### config.mk
export PLATFORM = sky130hd
export DESIGN_NAME = register_file_flat
export DESIGN_NICKNAME = d
export VERILOG_FILES = /design/src/rtl/register_file_pkg.sv /design/src/rtl/register_file_if.sv /design/src/rtl/register_file.sv /design/src/flat_wrapper.sv
export SDC_FILE = /design/constraint.sdc
export NUM_CORES = 2
export LEC_CHECK = 0
export CAP_MARGIN = 20
export CORE_MARGIN = 1
export CORE_UTILIZATION = 25
export DETAILED_ROUTE_END_ITERATION = 8
export PLACE_DENSITY = 0.42
export SLEW_MARGIN = 40
export SYNTH_ARGS = -nofsm -noshare
export SYNTH_HDL_FRONTEND = slang
export SYNTH_SLANG_ARGS = --single-unit
### constraint.sdc
create_clock -name clock -period 2.35 [get_ports clock]
set_input_delay 0.235 -clock clock [delete_from_list [all_inputs] [get_ports clock]]
set_output_delay 0.235 -clock clock [all_outputs]
set_load 0.1 [all_outputs]
### src/rtl/register_file_pkg.sv
// Shared CPU definitions: datapath width, register addressing and write-back source encoding.
package register_file_pkg;

    localparam int DataWidth    = 32;
    localparam int RegAddrWidth = 5;

    typedef logic [RegAddrWidth-1:0] reg_addr_t;

    localparam reg_addr_t ZeroReg = 5'd0;

    typedef enum logic [1:0] {
        ALUResult              = 2'd0,
        Memory                 = 2'd1,
        NextInstructionAddress = 2'd3
    } reg_write_source_e;

endpackage

### src/rtl/register_file_if.sv
// Register file port bundle: write-back, operand reads, issue scoreboard and debug read.
interface register_file_if #(
    parameter int DataWidth = 32
);
    import register_file_pkg::*;

    logic                 write_enable;
    reg_addr_t            write_address;
    logic [DataWidth-1:0] write_data;
    reg_addr_t            read_address1;
    reg_addr_t            read_address2;
    logic [DataWidth-1:0] read_data1;
    logic [DataWidth-1:0] read_data2;
    logic                 busy_set_enable;
    reg_addr_t            busy_set_address;
    logic                 read_busy1;
    logic                 read_busy2;
    reg_addr_t            debug_read_address;
    logic [DataWidth-1:0] debug_read_data;

    modport master (
        output write_enable, write_address, write_data,
        output read_address1, read_address2,
        output busy_set_enable, busy_set_address,
        output debug_read_address,
        input  read_data1, read_data2, read_busy1, read_busy2, debug_read_data
    );

    modport slave (
        input  write_enable, write_address, write_data,
        input  read_address1, read_address2,
        input  busy_set_enable, busy_set_address,
        input  debug_read_address,
        output read_data1, read_data2, read_busy1, read_busy2, debug_read_data
    );

endinterface

### src/rtl/register_file.sv
// Integer register file with write-first bypass on both operand ports and a
// per-register busy scoreboard tracking in-flight producers.
module register_file #(
    parameter int DataWidth = register_file_pkg::DataWidth,
    parameter int RegCount  = 32
) (
    input  logic           clock,
    input  logic           reset_n,
    register_file_if.slave rf
);
    import register_file_pkg::*;

    localparam logic [RegCount-1:0] Bit0 = {{(RegCount-1){1'b0}}, 1'b1};

    logic [DataWidth-1:0] regs_q [RegCount];
    logic [RegCount-1:0]  busy_q;
    logic [RegCount-1:0]  busy_d;
    logic                 wr_valid_s;
    logic [RegCount-1:0]  set_vec_s;
    logic [RegCount-1:0]  clr_vec_s;

    assign wr_valid_s = rf.write_enable && (rf.write_address != ZeroReg);

    // Decode set/clear one-hots; set is applied last so a newer producer wins.
    always_comb begin
        set_vec_s = '0;
        clr_vec_s = '0;
        if (rf.busy_set_enable) begin
            set_vec_s = Bit0 << rf.busy_set_address;
        end else begin
            set_vec_s = '0;
        end
        if (wr_valid_s) begin
            clr_vec_s = Bit0 << rf.write_address;
        end else begin
            clr_vec_s = '0;
        end
        busy_d = ((busy_q & ~clr_vec_s) | set_vec_s) & ~Bit0;
    end

    // Register array; x0 is never written so it stays zero from reset.
    always_ff @(posedge clock or negedge reset_n) begin
        if (!reset_n) begin
            for (int i = 0; i < RegCount; i++) begin
                regs_q[i] <= '0;
            end
        end else if (wr_valid_s) begin
            regs_q[rf.write_address] <= rf.write_data;
        end
    end

    // Scoreboard state.
    always_ff @(posedge clock or negedge reset_n) begin
        if (!reset_n) begin
            busy_q <= '0;
        end else begin
            busy_q <= busy_d;
        end
    end

    // Operand port 1: x0 forced to zero, then same-cycle write-back bypass.
    always_comb begin
        rf.read_data1 = regs_q[rf.read_address1];
        rf.read_busy1 = busy_q[rf.read_address1];
        if (rf.read_address1 == ZeroReg) begin
            rf.read_data1 = '0;
            rf.read_busy1 = 1'b0;
        end else if (wr_valid_s && (rf.write_address == rf.read_address1)) begin
            rf.read_data1 = rf.write_data;
            rf.read_busy1 = 1'b0;
        end else begin
            rf.read_data1 = regs_q[rf.read_address1];
            rf.read_busy1 = busy_q[rf.read_address1];
        end
    end

    // Operand port 2: same rules as port 1.
    always_comb begin
        rf.read_data2 = regs_q[rf.read_address2];
        rf.read_busy2 = busy_q[rf.read_address2];
        if (rf.read_address2 == ZeroReg) begin
            rf.read_data2 = '0;
            rf.read_busy2 = 1'b0;
        end else if (wr_valid_s && (rf.write_address == rf.read_address2)) begin
            rf.read_data2 = rf.write_data;
            rf.read_busy2 = 1'b0;
        end else begin
            rf.read_data2 = regs_q[rf.read_address2];
            rf.read_busy2 = busy_q[rf.read_address2];
        end
    end

    assign rf.debug_read_data = regs_q[rf.debug_read_address];

endmodule

### src/flat_wrapper.sv
// flat-port wrapper written by rule: the top's interface ports become plain ports
module register_file_flat import register_file_pkg::*;
#(
    parameter int DataWidth = register_file_pkg::DataWidth,
    parameter int RegCount  = 32
)
  (clock, reset_n, rf_write_enable, rf_write_address, rf_write_data, rf_read_address1, rf_read_address2, rf_busy_set_enable, rf_busy_set_address, rf_debug_read_address, rf_read_data1, rf_read_data2, rf_read_busy1, rf_read_busy2, rf_debug_read_data);
  register_file_if #(.DataWidth(DataWidth)) rf_i ();
  input  logic clock;
  input  logic reset_n;
  input wire logic [$bits(rf_i.write_enable)-1:0] rf_write_enable;
  input wire logic [$bits(rf_i.write_address)-1:0] rf_write_address;
  input wire logic [$bits(rf_i.write_data)-1:0] rf_write_data;
  input wire logic [$bits(rf_i.read_address1)-1:0] rf_read_address1;
  input wire logic [$bits(rf_i.read_address2)-1:0] rf_read_address2;
  input wire logic [$bits(rf_i.busy_set_enable)-1:0] rf_busy_set_enable;
  input wire logic [$bits(rf_i.busy_set_address)-1:0] rf_busy_set_address;
  input wire logic [$bits(rf_i.debug_read_address)-1:0] rf_debug_read_address;
  output wire logic [$bits(rf_i.read_data1)-1:0] rf_read_data1;
  output wire logic [$bits(rf_i.read_data2)-1:0] rf_read_data2;
  output wire logic [$bits(rf_i.read_busy1)-1:0] rf_read_busy1;
  output wire logic [$bits(rf_i.read_busy2)-1:0] rf_read_busy2;
  output wire logic [$bits(rf_i.debug_read_data)-1:0] rf_debug_read_data;
  assign rf_i.write_enable = rf_write_enable;
  assign rf_i.write_address = rf_write_address;
  assign rf_i.write_data = rf_write_data;
  assign rf_i.read_address1 = rf_read_address1;
  assign rf_i.read_address2 = rf_read_address2;
  assign rf_i.busy_set_enable = rf_busy_set_enable;
  assign rf_i.busy_set_address = rf_busy_set_address;
  assign rf_i.debug_read_address = rf_debug_read_address;
  assign rf_read_data1 = rf_i.read_data1;
  assign rf_read_data2 = rf_i.read_data2;
  assign rf_read_busy1 = rf_i.read_busy1;
  assign rf_read_busy2 = rf_i.read_busy2;
  assign rf_debug_read_data = rf_i.debug_read_data;
  register_file #(.DataWidth(DataWidth), .RegCount(RegCount)) u_core (.clock(clock), .reset_n(reset_n), .rf(rf_i));
endmodule
==> impl_results.html <==
<table>
<tr><th>Metric</th><th>Value</th></tr>
<tr><th colspan="2">Timing</th></tr>
<tr><td>Final sum of negative setup slack</td><td>-55.91 ns</td></tr>
<tr><td>Number of max-slew violations in the final report</td><td>0</td></tr>
<tr><td>Worst hold-check slack</td><td>around 0.16 ns</td></tr>
<tr><td>Shortest clock period the worst path allows after layout</td><td>3.20 ns</td></tr>
<tr><td>Measured slew at the worst slew-check pin</td><td>about 0.75 ns</td></tr>
<tr><td>Worst Slack Setup Final</td><td>-0.846 ns</td></tr>
<tr><td>Skew final</td><td>0 ns</td></tr>
<tr><td>Unrepaired setup endpoints after global routing</td><td>true</td></tr>
<tr><td>Number of setup violations in the final report</td><td>a little under 100</td></tr>
<tr><td>Final count of hold timing violations</td><td>0</td></tr>
<tr><td>Slew headroom</td><td>about half</td></tr>
<tr><td>Portion of the clock cycle consumed by the worst path in the final layout</td><td>136%</td></tr>
<tr><td>Maximum frequency from static timing analysis</td><td>0.313 GHz</td></tr>
<tr><th colspan="2">Final layout</th></tr>
<tr><td>Share of cells above drive strength 1</td><td>between 60% and 70%</td></tr>
<tr><td>Utilization of the core after routing</td><td>34.1%</td></tr>
<tr><td>Final non-filler cell area</td><td>~88000 µm²</td></tr>
<tr><td>Area growth from synthesis to layout</td><td>35.4%</td></tr>
<tr><td>Layout net count</td><td>5208</td></tr>
<tr><td>Number of inserted filler cells in the final layout</td><td>roughly 25k</td></tr>
<tr><th colspan="2">Hold path</th></tr>
<tr><td>Worst Hold Path Cells</td><td>5</td></tr>
<tr><td>Worst min path class</td><td>input port to register</td></tr>
<tr><td>Endpoint with the worst hold slack</td><td>u_core.busy_q[20]</td></tr>
<tr><td>Worst hold start</td><td>rf_write_address[1]</td></tr>
<tr><th colspan="2">Detailed routing</th></tr>
<tr><td>Via density per instance</td><td>about 5.5</td></tr>
<tr><td>Antenna Nets Post-Route</td><td>0</td></tr>
<tr><td>Iteration count of the initial detailed-routing pass</td><td>6</td></tr>
<tr><td>WL per Instance</td><td>33.8 µm</td></tr>
<tr><td>Total vias in the final route</td><td>47.5k</td></tr>
<tr><td>Initial drt markers</td><td>4191</td></tr>
<tr><td>Overall routed net length</td><td>292000 µm</td></tr>
<tr><td>Post-detailed-route DRC marker count</td><td>0</td></tr>
<tr><th colspan="2">Critical path</th></tr>
<tr><td>Depth of the worst register-to-register path</td><td>3</td></tr>
<tr><td>CP max stage cell</td><td>mux4_2</td></tr>
<tr><td>Arrival time of data at the critical path endpoint</td><td>just under 3 ns</td></tr>
<tr><td>Endpoint of the worst-slack reg-to-reg timing path</td><td>u_core.regs_q[433]</td></tr>
<tr><td>CP max stage delay</td><td>between 0.4 and 0.5 ns</td></tr>
<tr><td>Critical path, cell by cell</td><td>mux4_2 -&gt; mux2_4 -&gt; a32oi_4 -&gt; buf_6 -&gt; nor2_2 -&gt; a221o_2 -&gt; buf_12</td></tr>
<tr><td>Setup slack on the worst flop-to-flop path</td><td>~1.3 ns</td></tr>
<tr><td>Maximum fanout along the worst path</td><td>2</td></tr>
<tr><td>Required time of the critical path</td><td>about 2.1 ns</td></tr>
<tr><td>Critical Path Sink Type</td><td>output port</td></tr>
<tr><td>Kind of critical path</td><td>register to output port</td></tr>
<tr><td>Crit Reg-Reg Startpoint</td><td>u_core.regs_q[433]</td></tr>
<tr><td>Critical Path Start Type</td><td>register</td></tr>
<tr><th colspan="2">CTS</th></tr>
<tr><td>CTS sink cnt</td><td>~1.1k</td></tr>
<tr><td>Clock input transition at the sequential cells of the worst setup and hold paths</td><td>about 0.060 ns</td></tr>
<tr><td>Max H-tree Level</td><td>4</td></tr>
<tr><td>Clock Root Buffer</td><td>clkbuf_16</td></tr>
<tr><td>Buffer levels on the longest clock path</td><td>3</td></tr>
<tr><td>Clock tree from TritonCTS</td><td>done</td></tr>
<tr><td>Num CTS Buffers</td><td>about 140</td></tr>
<tr><td>Clk Latency, worst-skew pair</td><td>0.80 ns</td></tr>
<tr><th colspan="2">Yosys</th></tr>
<tr><td>Fraction of synthesized cell area taken by the top area cell type</td><td>40.7%</td></tr>
<tr><td>Main combinational cell family by area after synthesis</td><td>multiplexers</td></tr>
<tr><td>Count of yosys warnings during synthesis</td><td>0</td></tr>
<tr><td>Number of register bits inferred by synthesis</td><td>1055</td></tr>
<tr><td>Largest cells by area after synthesis</td><td>dfrtp_1 (41%), mux4_2 (29%), mux2_2 (19%), clkbuf_1 (1.6%), mux2i_1 (1.3%)</td></tr>
<tr><td>Share of synthesized cell area in and, or, nand and nor gates</td><td>under 10%</td></tr>
<tr><td>Post-synthesis mux area share</td><td>48.4%</td></tr>
<tr><td>Synthesized netlist net count</td><td>4404</td></tr>
<tr><td>Post-synthesis xor/xnor area fraction</td><td>less than 1%</td></tr>
<tr><td>Post-synthesis instance total</td><td>between 4k and 5k</td></tr>
<tr><td>Adder and majority gate portion of the synthesized area</td><td>0%</td></tr>
<tr><td>Library cell occupying the most area in the post-synthesis netlist</td><td>dfrtp_1</td></tr>
<tr><td>Post-Syn Area per Cell</td><td>around 15 µm²</td></tr>
<tr><td>EDFF count, synth</td><td>0</td></tr>
<tr><td>Register area share after synthesis</td><td>slightly above 40%</td></tr>
<tr><td>Async set-reset flop share out of synthesis</td><td>100%</td></tr>
<tr><td>Synth cell types</td><td>56</td></tr>
<tr><td>Post-synthesis instance area</td><td>between 60000 and 70000 µm²</td></tr>
<tr><td>Most common flop cell mapped by yosys</td><td>dfrtp_1</td></tr>
<tr><td>Compound-gate portion of the synthesized area</td><td>~4.6%</td></tr>
<tr><th colspan="2">Run</th></tr>
<tr><td>Max-cap violations</td><td>0</td></tr>
<tr><th colspan="2">Floorplan</th></tr>
<tr><td>Area of the core</td><td>approximately 260000 µm²</td></tr>
<tr><td>Starting Density</td><td>between 20% and 30%</td></tr>
<tr><td>FP Rows</td><td>around 190</td></tr>
<tr><td>Total die area</td><td>between 200000 and 300000 µm²</td></tr>
<tr><td>Overall die width</td><td>slightly above 500 µm</td></tr>
<tr><td>Top-level port count</td><td>roughly 160</td></tr>
<tr><td>Die boundary height</td><td>512 µm</td></tr>
<tr><th colspan="2">Power and ir drop</th></tr>
<tr><td>Total power density per cell area</td><td>around 800 nW/µm²</td></tr>
<tr><td>Peak VDD IR</td><td>slightly above 700 µV</td></tr>
<tr><td>Total Power</td><td>approximately 70 mW</td></tr>
<tr><td>Cell leakage power</td><td>about 36 nW</td></tr>
<tr><th colspan="2">GRT</th></tr>
<tr><td>Global-route congestion overflow total</td><td>0</td></tr>
<tr><td>Number of antenna violations at the first check in global routing</td><td>10</td></tr>
<tr><td>Largest net degree at the start of global routing</td><td>74</td></tr>
<tr><td>Via count of the first global-routing pass</td><td>approximately 49k</td></tr>
<tr><td>First-pass GRT wire length</td><td>411000 µm</td></tr>
<tr><td>Overall Global Routing Usage</td><td>between 20 and 25%</td></tr>
<tr><th colspan="2">Placed design</th></tr>
<tr><td>IO buf count</td><td>about 160</td></tr>
<tr><td>Cell area after placement</td><td>80700 µm²</td></tr>
<tr><td>Placed wire-length estimate</td><td>205000 µm</td></tr>
<tr><td>Last weighted congestion value of the routability-driven placer</td><td>0.844</td></tr>
<tr><th colspan="2">Run status</th></tr>
<tr><td>Run status</td><td>finished, violations left</td></tr>
<tr><td>Violations in the final reports</td><td>negative setup slack</td></tr>
</table>
[through the flow]
stage	instances	worst slack [ns]
5_1_grt	8632	-0.912
2_1_floorplan	4343	-0.269
4_1_cts	8605	-0.923
6_report	8635	-0.846
3_5_place_dp	8327	-0.875
3_3_place_gp	8327	-1.12
[logic make-up (layout without fill, tap and decap cells)]
kind of cell | after synthesis | after routing
xor gates and xnor gates | 10 | 10
muxes | 1977 | 1977
AOI/OAI and AO/OA | 448 | 448
other | 0 | 5
DFF | 1055 | 1055
buffers and inverters | 528 | 1431
and+or+nand+nor | 325 | 325
[flip-flops by register name, summed over array words and instances (netlist names)]
name           flops
u_core.regs_q   1024
u_core.busy_q     31
[Yosys cell counts (all sizes together) (14+ instances only)]
master / count
clkbuf: 271
a22oi: 45
a22o: 36
a221o: 22
mux2: 1069
nand2: 64
a21oi: 42
nand2b: 14
nor2b: 17
o22ai: 127
nor3b: 27
a32oi: 15
inv: 14
nor2: 87
buf: 243
a31oi: 17
mux4: 822
dfrtp: 1055
o21ai: 105
mux2i: 86
nor3: 45
[timing repair]
action,CTS,global route
setup buffers,60,31
setup endpoints to repair,98,98
hold buffers,2,0
resized for setup,330,130
gates cloned,3,1
endpoints found under the hold margin,563,0
pin swaps,103,57
[how the worst max path moves through the flow]
stage | end | startpoint | slack, ns | depth (start not counted)
2_1_floorplan | rf_read_data1[12] | rf_read_address1[0] | -0.27 | 9
3_3_place_gp | rf_read_data2[5] | rf_read_address2[4] | -1.12 | 10
3_5_place_dp | rf_read_data2[25] | rf_write_address[4] | -0.88 | 10
4_1_cts | rf_read_data1[1] | u_core.regs_q[1] | -0.92 | 7
5_1_grt | rf_read_data1[1] | u_core.regs_q[1] | -0.91 | 7
6_report | rf_read_data1[1] | u_core.regs_q[97] | -0.85 | 7
[area by class of cell]
cell class	instances	area [µm²]	share of cell area, %
inverters	14	52.6	0.0598
flip-flops and latches	1055	26400	30.1
clock buffers	198	3940	4.48
clock inverters	39	402	0.457
well taps	3384	4230	4.82
repair buffers	1180	14100	16.0
multi-input cells	2760	38800	44.1
diodes	5	12.5	0.0142
[cell usage in the layout (no fill, tap or decap), types with 60 or more instances in the layout]
master	netlist	layout
dfrtp_1	1055	1051
mux2_2	1069	1009
mux4_2	822	822
buf_4	39	644
buf_12	0	356
clkbuf_16	0	139
buf_6	10	116
mux2i_1	86	76
o22ai_1	127	75
mux2_4	0	60
[routing by layer]
layer | vias to the layer above | GRT usage (%) | wire length, µm | part of all wire [%]
li1 | 19162 | - | - | -
met1 | 26266 | 30.7 | 129000 | 44
met2 | 1723 | 35.4 | 137000 | 47
met3 | 392 | 3.46 | 16300 | 5.6
met4 | 2 | 7.21 | 10200 | 3.5
met5 | - | 0 | 9 | 0.0031
[critical path: cells and delay by family (launching register included)]
family | cells | cell delay (ns)
flip-flops | 1 | 0.39
buffers and inverters | 2 | 0.35
AND/OR/NAND/NOR | 1 | 0.03
AO/OA/AOI/OAI | 2 | 0.60
multiplexers | 2 | 0.78
[power breakdown]
part | switching [mW] | internal [mW] | leakage [nW] | total, mW
clock | 8.96 | 11.9 | 2.14 | 20.9
combinational | 10.9 | 12.9 | 20.7 | 23.8
sequential | 3.26 | 21.7 | 13.5 | 24.9
Note: power is estimated with default switching activity, not from simulation.
